--- config.mk ---
export PLATFORM = sky130hd
export DESIGN_NAME = memory_sequencer
export DESIGN_NICKNAME = d
export VERILOG_FILES = /design/src/rtl/memory_sequencer.sv
export SDC_FILE = /design/constraint.sdc
export NUM_CORES = 1
export LEC_CHECK = 0
export BUFFER_PORTS_ARGS = -buffer_cell sky130_fd_sc_hd__clkbuf_2
export CAP_MARGIN = 30
export CORE_UTILIZATION = 61
export CTS_BUF_LIST = sky130_fd_sc_hd__clkbuf_8
export DETAILED_ROUTE_END_ITERATION = 7
export GPL_TIMING_DRIVEN = 0
export PLACE_DENSITY = 0.91
export SYNTH_ARGS = -nofsm -noshare
export SYNTH_HDL_FRONTEND = slang
export SYNTH_SLANG_ARGS = --single-unit
--- constraint.sdc ---
create_clock -name clock -period 3.7 [get_ports clock]
set_input_delay 0.555 -clock clock [delete_from_list [all_inputs] [get_ports clock]]
set_output_delay 0.555 -clock clock [all_outputs]
set_load 0.01 [all_outputs]
--- src/rtl/memory_sequencer.sv ---
// memory_sequencer
//   Initiator for the memory block's op/selector interface. Turns FETCH, JUMP,
//   LOAD and STORE requests from the control unit into cycle-exact op / bus
//   selector / word select / data sequences. Instruction words (16 bit) come in
//   through PC as two bytes; data bytes move through MAR.
//
//   Ports
//     clock, reset_n                  clock, async active-low reset
//     req_valid/req_ready             request handshake (ready only in IDLE)
//     req_kind/addr/wdata/word        request fields, latched at accept
//     rsp_valid/rsp_data              one-cycle completion pulse, held data
//     mem_op/mem_bus_sel/mem_word_sel/mem_in   registered drive to memory
//     mem_out                         memory read data (valid while op==READ)
//
//   Every mem_* output is the registered decode of the state held in the
//   previous cycle, so a state's memory action appears one cycle after the
//   state is entered. Read data is therefore sampled one cycle after the last
//   read state, which for LOAD is the edge that leaves DONE.

package memory_pkg;
    typedef enum logic [2:0] {
        NOP      = 3'd0,
        READ     = 3'd1,
        WRITE    = 3'd2,
        INC      = 3'd3,
        ABSOLUTE = 3'd4,
        REL_ADD  = 3'd5,
        REL_SUB  = 3'd6
    } memory_op_e;

    typedef enum logic {
        MAR = 1'b0,
        PC  = 1'b1
    } memory_bus_selector_e;
endpackage

// state   | meaning
// IDLE    | waiting for a request, req_ready=1
// RD_LO   | reading instruction low byte through PC (READ_CYCLES cycles)
// RD_HI   | reading instruction high byte through PC (READ_CYCLES cycles)
// PC_INC  | incrementing PC after a fetch
// SET_MAR | loading MAR with the request address
// RD_DATA | reading a data byte through MAR (READ_CYCLES cycles)
// WR_DATA | writing a data byte through MAR
// JUMP    | absolute / relative PC update
// DONE    | request complete, response issued next cycle
module memory_sequencer
    import memory_pkg::*;
#(
    parameter int READ_CYCLES = 2
) (
    input  logic                 clock,
    input  logic                 reset_n,
    input  logic                 req_valid,
    output logic                 req_ready,
    input  logic [2:0]           req_kind,
    input  logic [7:0]           req_addr,
    input  logic [7:0]           req_wdata,
    input  logic                 req_word,
    output logic                 rsp_valid,
    output logic [15:0]          rsp_data,
    output memory_op_e           mem_op,
    output memory_bus_selector_e mem_bus_sel,
    output logic                 mem_word_sel,
    output logic [7:0]           mem_in,
    input  logic [7:0]           mem_out
);

    localparam int CNT_W = $clog2(READ_CYCLES + 1);

    localparam logic [2:0] K_FETCH    = 3'd0;
    localparam logic [2:0] K_JUMP_ABS = 3'd1;
    localparam logic [2:0] K_JUMP_ADD = 3'd2;
    localparam logic [2:0] K_JUMP_SUB = 3'd3;
    localparam logic [2:0] K_LOAD     = 3'd4;
    localparam logic [2:0] K_STORE    = 3'd5;

    typedef enum logic [3:0] {
        IDLE, RD_LO, RD_HI, PC_INC, SET_MAR, RD_DATA, WR_DATA, JUMP, DONE
    } state_e;

    state_e               state, state_nxt;
    logic [CNT_W-1:0]     rd_cnt, rd_cnt_nxt;
    logic                 rd_last;
    logic                 accept;
    logic [2:0]           kind_q;
    logic [7:0]           addr_q, wdata_q;
    logic                 word_q;
    logic [7:0]           lo_q, hi_q;
    logic                 cap_lo_q, cap_hi_q, cap_lo_nxt, cap_hi_nxt;
    memory_op_e           op_nxt;
    memory_bus_selector_e bus_nxt;
    logic                 word_nxt;
    logic [7:0]           in_nxt;

    assign req_ready = (state == IDLE);
    assign accept    = req_valid && req_ready;
    assign rd_last   = (rd_cnt == CNT_W'(READ_CYCLES - 1));

    always_comb begin
        state_nxt  = state;
        rd_cnt_nxt = '0;
        op_nxt     = NOP;
        bus_nxt    = MAR;
        word_nxt   = 1'b0;
        in_nxt     = 8'h00;
        cap_lo_nxt = 1'b0;
        cap_hi_nxt = 1'b0;
        case (state)
            IDLE: begin
                if (accept) begin
                    case (req_kind)
                        K_FETCH:                            state_nxt = RD_LO;
                        K_JUMP_ABS, K_JUMP_ADD, K_JUMP_SUB: state_nxt = JUMP;
                        K_LOAD, K_STORE:                    state_nxt = SET_MAR;
                        default:                            state_nxt = DONE;
                    endcase
                end
            end
            RD_LO: begin
                op_nxt  = READ;
                bus_nxt = PC;
                if (rd_last) begin
                    cap_lo_nxt = 1'b1;
                    state_nxt  = RD_HI;
                end else begin
                    rd_cnt_nxt = rd_cnt + 1'b1;
                end
            end
            RD_HI: begin
                op_nxt   = READ;
                bus_nxt  = PC;
                word_nxt = 1'b1;
                if (rd_last) begin
                    cap_hi_nxt = 1'b1;
                    state_nxt  = PC_INC;
                end else begin
                    rd_cnt_nxt = rd_cnt + 1'b1;
                end
            end
            PC_INC: begin
                op_nxt    = INC;
                bus_nxt   = PC;
                state_nxt = DONE;
            end
            SET_MAR: begin
                op_nxt    = ABSOLUTE;
                in_nxt    = addr_q;
                state_nxt = (kind_q == K_LOAD) ? RD_DATA : WR_DATA;
            end
            RD_DATA: begin
                op_nxt   = READ;
                word_nxt = word_q;
                if (rd_last) state_nxt = DONE;
                else         rd_cnt_nxt = rd_cnt + 1'b1;
            end
            WR_DATA: begin
                op_nxt    = WRITE;
                word_nxt  = word_q;
                in_nxt    = wdata_q;
                state_nxt = DONE;
            end
            JUMP: begin
                case (kind_q)
                    K_JUMP_ADD: op_nxt = REL_ADD;
                    K_JUMP_SUB: op_nxt = REL_SUB;
                    default:    op_nxt = ABSOLUTE;
                endcase
                bus_nxt   = PC;
                in_nxt    = addr_q;
                state_nxt = DONE;
            end
            DONE:    state_nxt = IDLE;
            default: state_nxt = IDLE;
        endcase
    end

    always_ff @(posedge clock or negedge reset_n) begin
        if (!reset_n) begin
            state        <= IDLE;
            rd_cnt       <= '0;
            mem_op       <= NOP;
            mem_bus_sel  <= MAR;
            mem_word_sel <= 1'b0;
            mem_in       <= 8'h00;
            cap_lo_q     <= 1'b0;
            cap_hi_q     <= 1'b0;
            kind_q       <= 3'd0;
            addr_q       <= 8'h00;
            wdata_q      <= 8'h00;
            word_q       <= 1'b0;
            lo_q         <= 8'h00;
            hi_q         <= 8'h00;
            rsp_valid    <= 1'b0;
            rsp_data     <= 16'h0000;
        end else begin
            state        <= state_nxt;
            rd_cnt       <= rd_cnt_nxt;
            mem_op       <= op_nxt;
            mem_bus_sel  <= bus_nxt;
            mem_word_sel <= word_nxt;
            mem_in       <= in_nxt;
            cap_lo_q     <= cap_lo_nxt;
            cap_hi_q     <= cap_hi_nxt;
            if (accept) begin
                kind_q  <= req_kind;
                addr_q  <= req_addr;
                wdata_q <= req_wdata;
                word_q  <= req_word;
            end
            if (cap_lo_q) lo_q <= mem_out;
            if (cap_hi_q) hi_q <= mem_out;
            rsp_valid <= (state == DONE);
            if (state == DONE) begin
                case (kind_q)
                    K_FETCH: rsp_data <= {hi_q, lo_q};
                    // the last LOAD read cycle coincides with DONE
                    K_LOAD:  rsp_data <= {8'h00, mem_out};
                    default: rsp_data <= 16'h0000;
                endcase
            end
        end
    end

endmodule

After elaboration in Yosys (flattened, before gate mapping)
Index checks and enable logic that the tools add are counted.
W data, S select, Z words.
- bits in latches: 0
- memories kept: 0
- logic and storage cells: 68
- input bits: 31
- flip-flop bits (word level): 74
- output and inout port bits: 31
- memory bits (writable): 0
- bits in read-only memories: 0
- eq/ne operators: 21
- bitwise logic cells: 0
- divide/modulo/power cells: 0
- reduce and logical (&&, ||, !) cells: 12
- multiplexer cells: 18
- order comparisons: 0
- $add $sub $neg: 1
- multipliers: 0
- shifts and indexed selects: 0
- operator list (operator ; count):
    $pmux W16 S2 ; 1
    $pmux W4 S6 ; 1
    $eq A4 B3 Y1 const B ; 4
    $mux W4 ; 4
    $pmux W8 S2 ; 1
    $pmux W3 S5 ; 1
    $eq A3 B2 Y1 const B ; 4
    $pmux W4 S3 ; 1
    $eq A3 B3 Y1 const B ; 3
    $reduce_or A3 Y1 ; 3
    $eq A4 B2 Y1 const B ; 2
    $logic_not A3 Y1 ; 2
    $mux W2 ; 3
    $ne A2 B2 Y1 const B ; 3
    $reduce_or A2 Y1 ; 3
    $eq A4 B1 Y1 const B ; 1
    $eq A4 B4 Y1 const B ; 1
    $logic_not A4 Y1 ; 1
    $mux W1 ; 4
    $pmux W2 S2 ; 1
    $reduce_and A4 Y1 ; 1
    $reduce_or A4 Y1 ; 1
    $eq A3 B1 Y1 const B ; 1
    $add A2 B1 Y2 const B ; 1
    other kinds (4) ; 4

Depth between registers and ports, before layout
- depth in word-level cells: 5
- mapped depth: 6
- depth with buffers taken out: 4

Worst setup path after synthesis
OpenSTA, ideal clock, no wires.
- path type: flip-flop to flip-flop
- from: reg state[0]
- to: reg addr_q[0]
- required time: 3.575 ns
- setup time: 0.125 ns
- buffers on the path: 2
- clock period less this slack: 1.552 ns
- arrival: 1.427 ns
- slack: 2.148 ns
- cell stages (with the launch flop): 6
- cell sequence: dfrtp_1 -> buf_6 -> nor4_4 -> nand2_2 -> buf_6 -> mux2_4
- cells in the longest elaborated chain, start to end: 2
- ends and longest elaborated chain (what ; RTL line ; text):
    start: declaration ; 82 ; state_e state, state_nxt;
    start signal: assignment ; 197 ; state <= state_nxt;
    $logic_not A4 Y1 ; 96 ; assign req_ready = (state == IDLE);
    net req_ready ; 55 ; output logic req_ready,
    $logic_and A1 B1 Y1 ; 97 ; assign accept = req_valid && req_ready;
    end signal: assignment ; 207 ; addr_q <= req_addr;
    end: declaration ; 87 ; logic [7:0] addr_q, wdata_q;
The timed path passes the listed nets, and every way through them passes these cells.
A chain may end at the register's enable or synchronous reset.

Worst setup path in the final report
- from: reg state[3]
- to: out req_ready
- cells in the longest elaborated chain, start to end: 1
- ends and longest elaborated chain (what ; RTL line):
    $logic_not A4 Y1 ; 96
    end: declaration ; 55
Every way passes these cells.

==> summary.txt <==
Logic synthesis
  – Most numerous cell in the Yosys netlist: dfrtp_1
  – Net Count, Synth: 284
  – Synth cell types: 39
  – Yosys reg bits: 74
  – Netlist Area Pre-Place: 3210 sq um
  – Compound-gate portion of the synthesized area: 10.6%
  – Area leader, netlist: dfrtp_1
  – Adder-cell area share of the yosys netlist: 0.312%
  – Post-synthesis mux area share: 17.2%
  – Yosys warns: 0
  – Syn Area/Cell: approximately 13 sq um
  – Post-synth EDFFs: 0
  – Top cells by area, synth: dfrtp_1 58%, mux2_4 9.4%, mux2_2 5.6%
  – Post-synthesis async set-or-reset flop share: 100%
  – Commonest cells post-synth: 74 x dfrtp_1, 22 x nor2_1, 20 x mux2_4
  – Synth Area in Simple Gates: 10.7%
  – Top_reg_cell synth: dfrtp_1
  – Post-Synthesis Cells: 253
  – Largest family of logic cells by synthesized area: multiplexers
  – Seq/Total Area, Yosys: between 50% and 60%
  – Share of the synthesized area in the top cell type: 57.8%
  – XOR/XNOR share of the synthesized area: 0%

Hold path
  – HP Class: primary input to async pin

Floorplan
  – I/O pins: just over 60
  – Row count: 26
  – Die area: 5550 sq um
  – Die H: between 70 and 80 um
  – Die W: roughly 74 um
  – Initial Util: a little over three fifths
  – Placeable Area: 5070 sq um

STA
  – Worst slew pin tran: 0.641 ns
  – Fin worst setup slack: approximately 1.7 ns
  – RSZ-0062 raised after global routing: no
  – Crit share post-route: 53.7%
  – Final Hold Vio Count: 0
  – Pins over their slew limit: 0
  – # setup viols final: 0
  – Min Tclk post-route: 1.99 ns
  – Worst Skew: 0.00989 ns
  – Max-slew headroom: 57.1%
  – Max Fclk: 0.503 GHz
  – Setup tns final: 0 ns

Routing
  – Drt pass-1 iters: 4
  – Vias per std cell: 5.61
  – Total wire length: 6750 um
  – Initial drt markers: 115
  – Routed len/inst: 16.8 um
  – DRC viols: 0
  – Via count: between 2000 and 2500
  – Antenna Violating Nets Remaining: 0

Place
  – HPWL after DPL: 4410 um
  – Placed Instance Area: 3630 sq um
  – Final RePlAce weighted congestion: 0.893
  – Placement Setup Slack: 1.96 ns
  – IO buf count: slightly above 60

Global route
  – Met3 GRT Util: 5.96%
  – Largest net degree at the start of global routing: 60
  – Vias in the first global route: about 2200
  – First-pass GRT wire length: 10500 um
  – Gr ovfl total: 0
  – Gr busiest metal: met2
  – All-layer global routing usage: 26.6%
  – Grt met1 use: 32.3%
  – Global-route met2 utilization: approximately 44%
  – Antenna violations before repair: 0

Layout
  – Ant. Diodes: 0
  – Area delta synth->final: 20.6%
  – Nets@finish: around 360
  – Post-route cell area: approximately 3900 sq um
  – Fillers: between 300 and 400
  – Layout cell share with drive strength beyond 1: 39.6%

CTS
  – Clk sink count: 74
  – TritonCTS clock tree: done
  – H-tree Lvls: 3
  – CTS Buf Count: 9
  – Worst-path clk slew: 0.08 ns
  – Clock root buffer: clkbuf_8
  – CTS max path bufs: 2
  – Setup repair bufs after CTS: 0
  – Clk_lat worst skew: between 0.3 and 0.4 ns
  – PostCTS Resize Cnt: 0
  – Hold buffer count at CTS: 0

Setup path
  – CP Capture Type: output port
  – Worst-path fanout max: 9
  – Worst Path Required: 3.14 ns
  – Critical path type: flip-flop to output port
  – Arr. time, crit path: roughly 1.4 ns
  – Startpoint Class: flip-flop

Power and ir drop
  – LEAKAGE: 0.00191 uW
  – PwrDens: between 800 and 900 nW/um^2
  – Max VDD drop: 0.534 mV

Run status
  – Status: complete, no violations

Job
  – Maxcap violations: 0
[final timing paths]
path / from / to / slack [ns] / cells past startpoint
max: state[3]$_DFFE_PN0P_ / req_ready / 1.71 / 3
min: reset_n / rsp_data[15]$_DFFE_PN0P_ / 0.08 / 1
max reg2reg: state[0]$_DFFE_PN0P_ / rsp_data[12]$_DFFE_PN0P_ / 1.90 / 5
min reg2reg: rd_cnt[0]$_DFF_PN0_ / rd_cnt[0]$_DFF_PN0_ / 0.47 / 1
max in group asynchronous: reset_n / addr_q[0]$_DFFE_PN0P_ / 3.07 / 2
min in group clock: req_wdata[2] / wdata_q[2]$_DFFE_PN0P_ / 0.43 / 2
[flip-flops by register name, summed over array words and instances, names as in the netlist, 2 cells and up]
name / cells
addr_q: 8
hi_q: 8
rsp_data: 16
mem_op: 3
state: 4
rd_cnt: 2
lo_q: 8
kind_q: 3
mem_in: 8
wdata_q: 8
[per-stage QoR]
stage / power (uW) / hold slack (ns) / cells / utilization (%)
after global placement: 2570 / 0.447 / 384 / 70.9
final: 3390 / 0.0816 / 401 / 76.2
after global routing: 3590 / 0.0818 / 401 / 76.2
after CTS: 3400 / 0.0779 / 401 / 76.2
after floorplan: 2280 / 0.259 / 253 / -
after detailed placement: 2650 / 0.458 / 385 / 71.5
[critical path: stages (launching register included)]
cell	delay [ns]
dfrtp_1	0.36
clkbuf_1	0.24
nor4_4	0.27
clkbuf_2	0.20
[metal layers]
metal / share of wire (%) / vias up / routed length [um]
met3: 5.4 / 15 / 363
met5: 0 / - / 0
met1: 42 / 1090 / 2850
met4: 2.1 / 0 / 144
li1: - / 1049 / -
met2: 50 / 94 / 3390
[cell type report]
| class | instances | area (sq um) | share of cell area [%] |
|---|---|---|---|
| clock buffers | 12 | 165 | 4.27 |
| repair buffers | 62 | 335 | 8.67 |
| inverters | 4 | 15.0 | 0.388 |
| flip-flops and latches | 74 | 1850 | 47.9 |
| plain buffers | 16 | 93.8 | 2.43 |
| well taps | 70 | 87.6 | 2.27 |
| clock inverters | 4 | 72.6 | 1.88 |
| multi-input cells | 159 | 1240 | 32.2 |
[layout by cell type (no fill, tap or decap), types with 3 or more instances in the layout]
| master | instances |
|---|---|
| nor2_1 | 22 |
| clkbuf_8 | 12 |
| a22oi_1 | 9 |
| dfrtp_1 | 74 |
| a21oi_1 | 11 |
| mux2i_1 | 7 |
| o21ai_0 | 12 |
| buf_2 | 6 |
| clkbuf_1 | 6 |
| inv_1 | 3 |
| mux2_4 | 20 |
| mux2_2 | 16 |
| nor3_1 | 5 |
| clkbuf_2 | 60 |
| nand2_1 | 16 |
| a22o_1 | 8 |
| buf_6 | 3 |
| nand2b_1 | 6 |
[report_power, final]
group	internal [uW]	switching [uW]	total, uW
Clock	434	299	733
Combinational	658	643	1300
Sequential	1140	215	1360
Total	2240	1160	3390
[logic make-up after synthesis]
| group | count (synthesis) |
|---|---|
| DFF | 74 |
| and+or+nand+nor | 66 |
| AOI/OAI and AO/OA | 49 |
| muxes | 43 |
| buffers and inverters | 20 |
| adders and majority gates | 1 |
No activity file was read; power rests on OpenSTA's default activity.
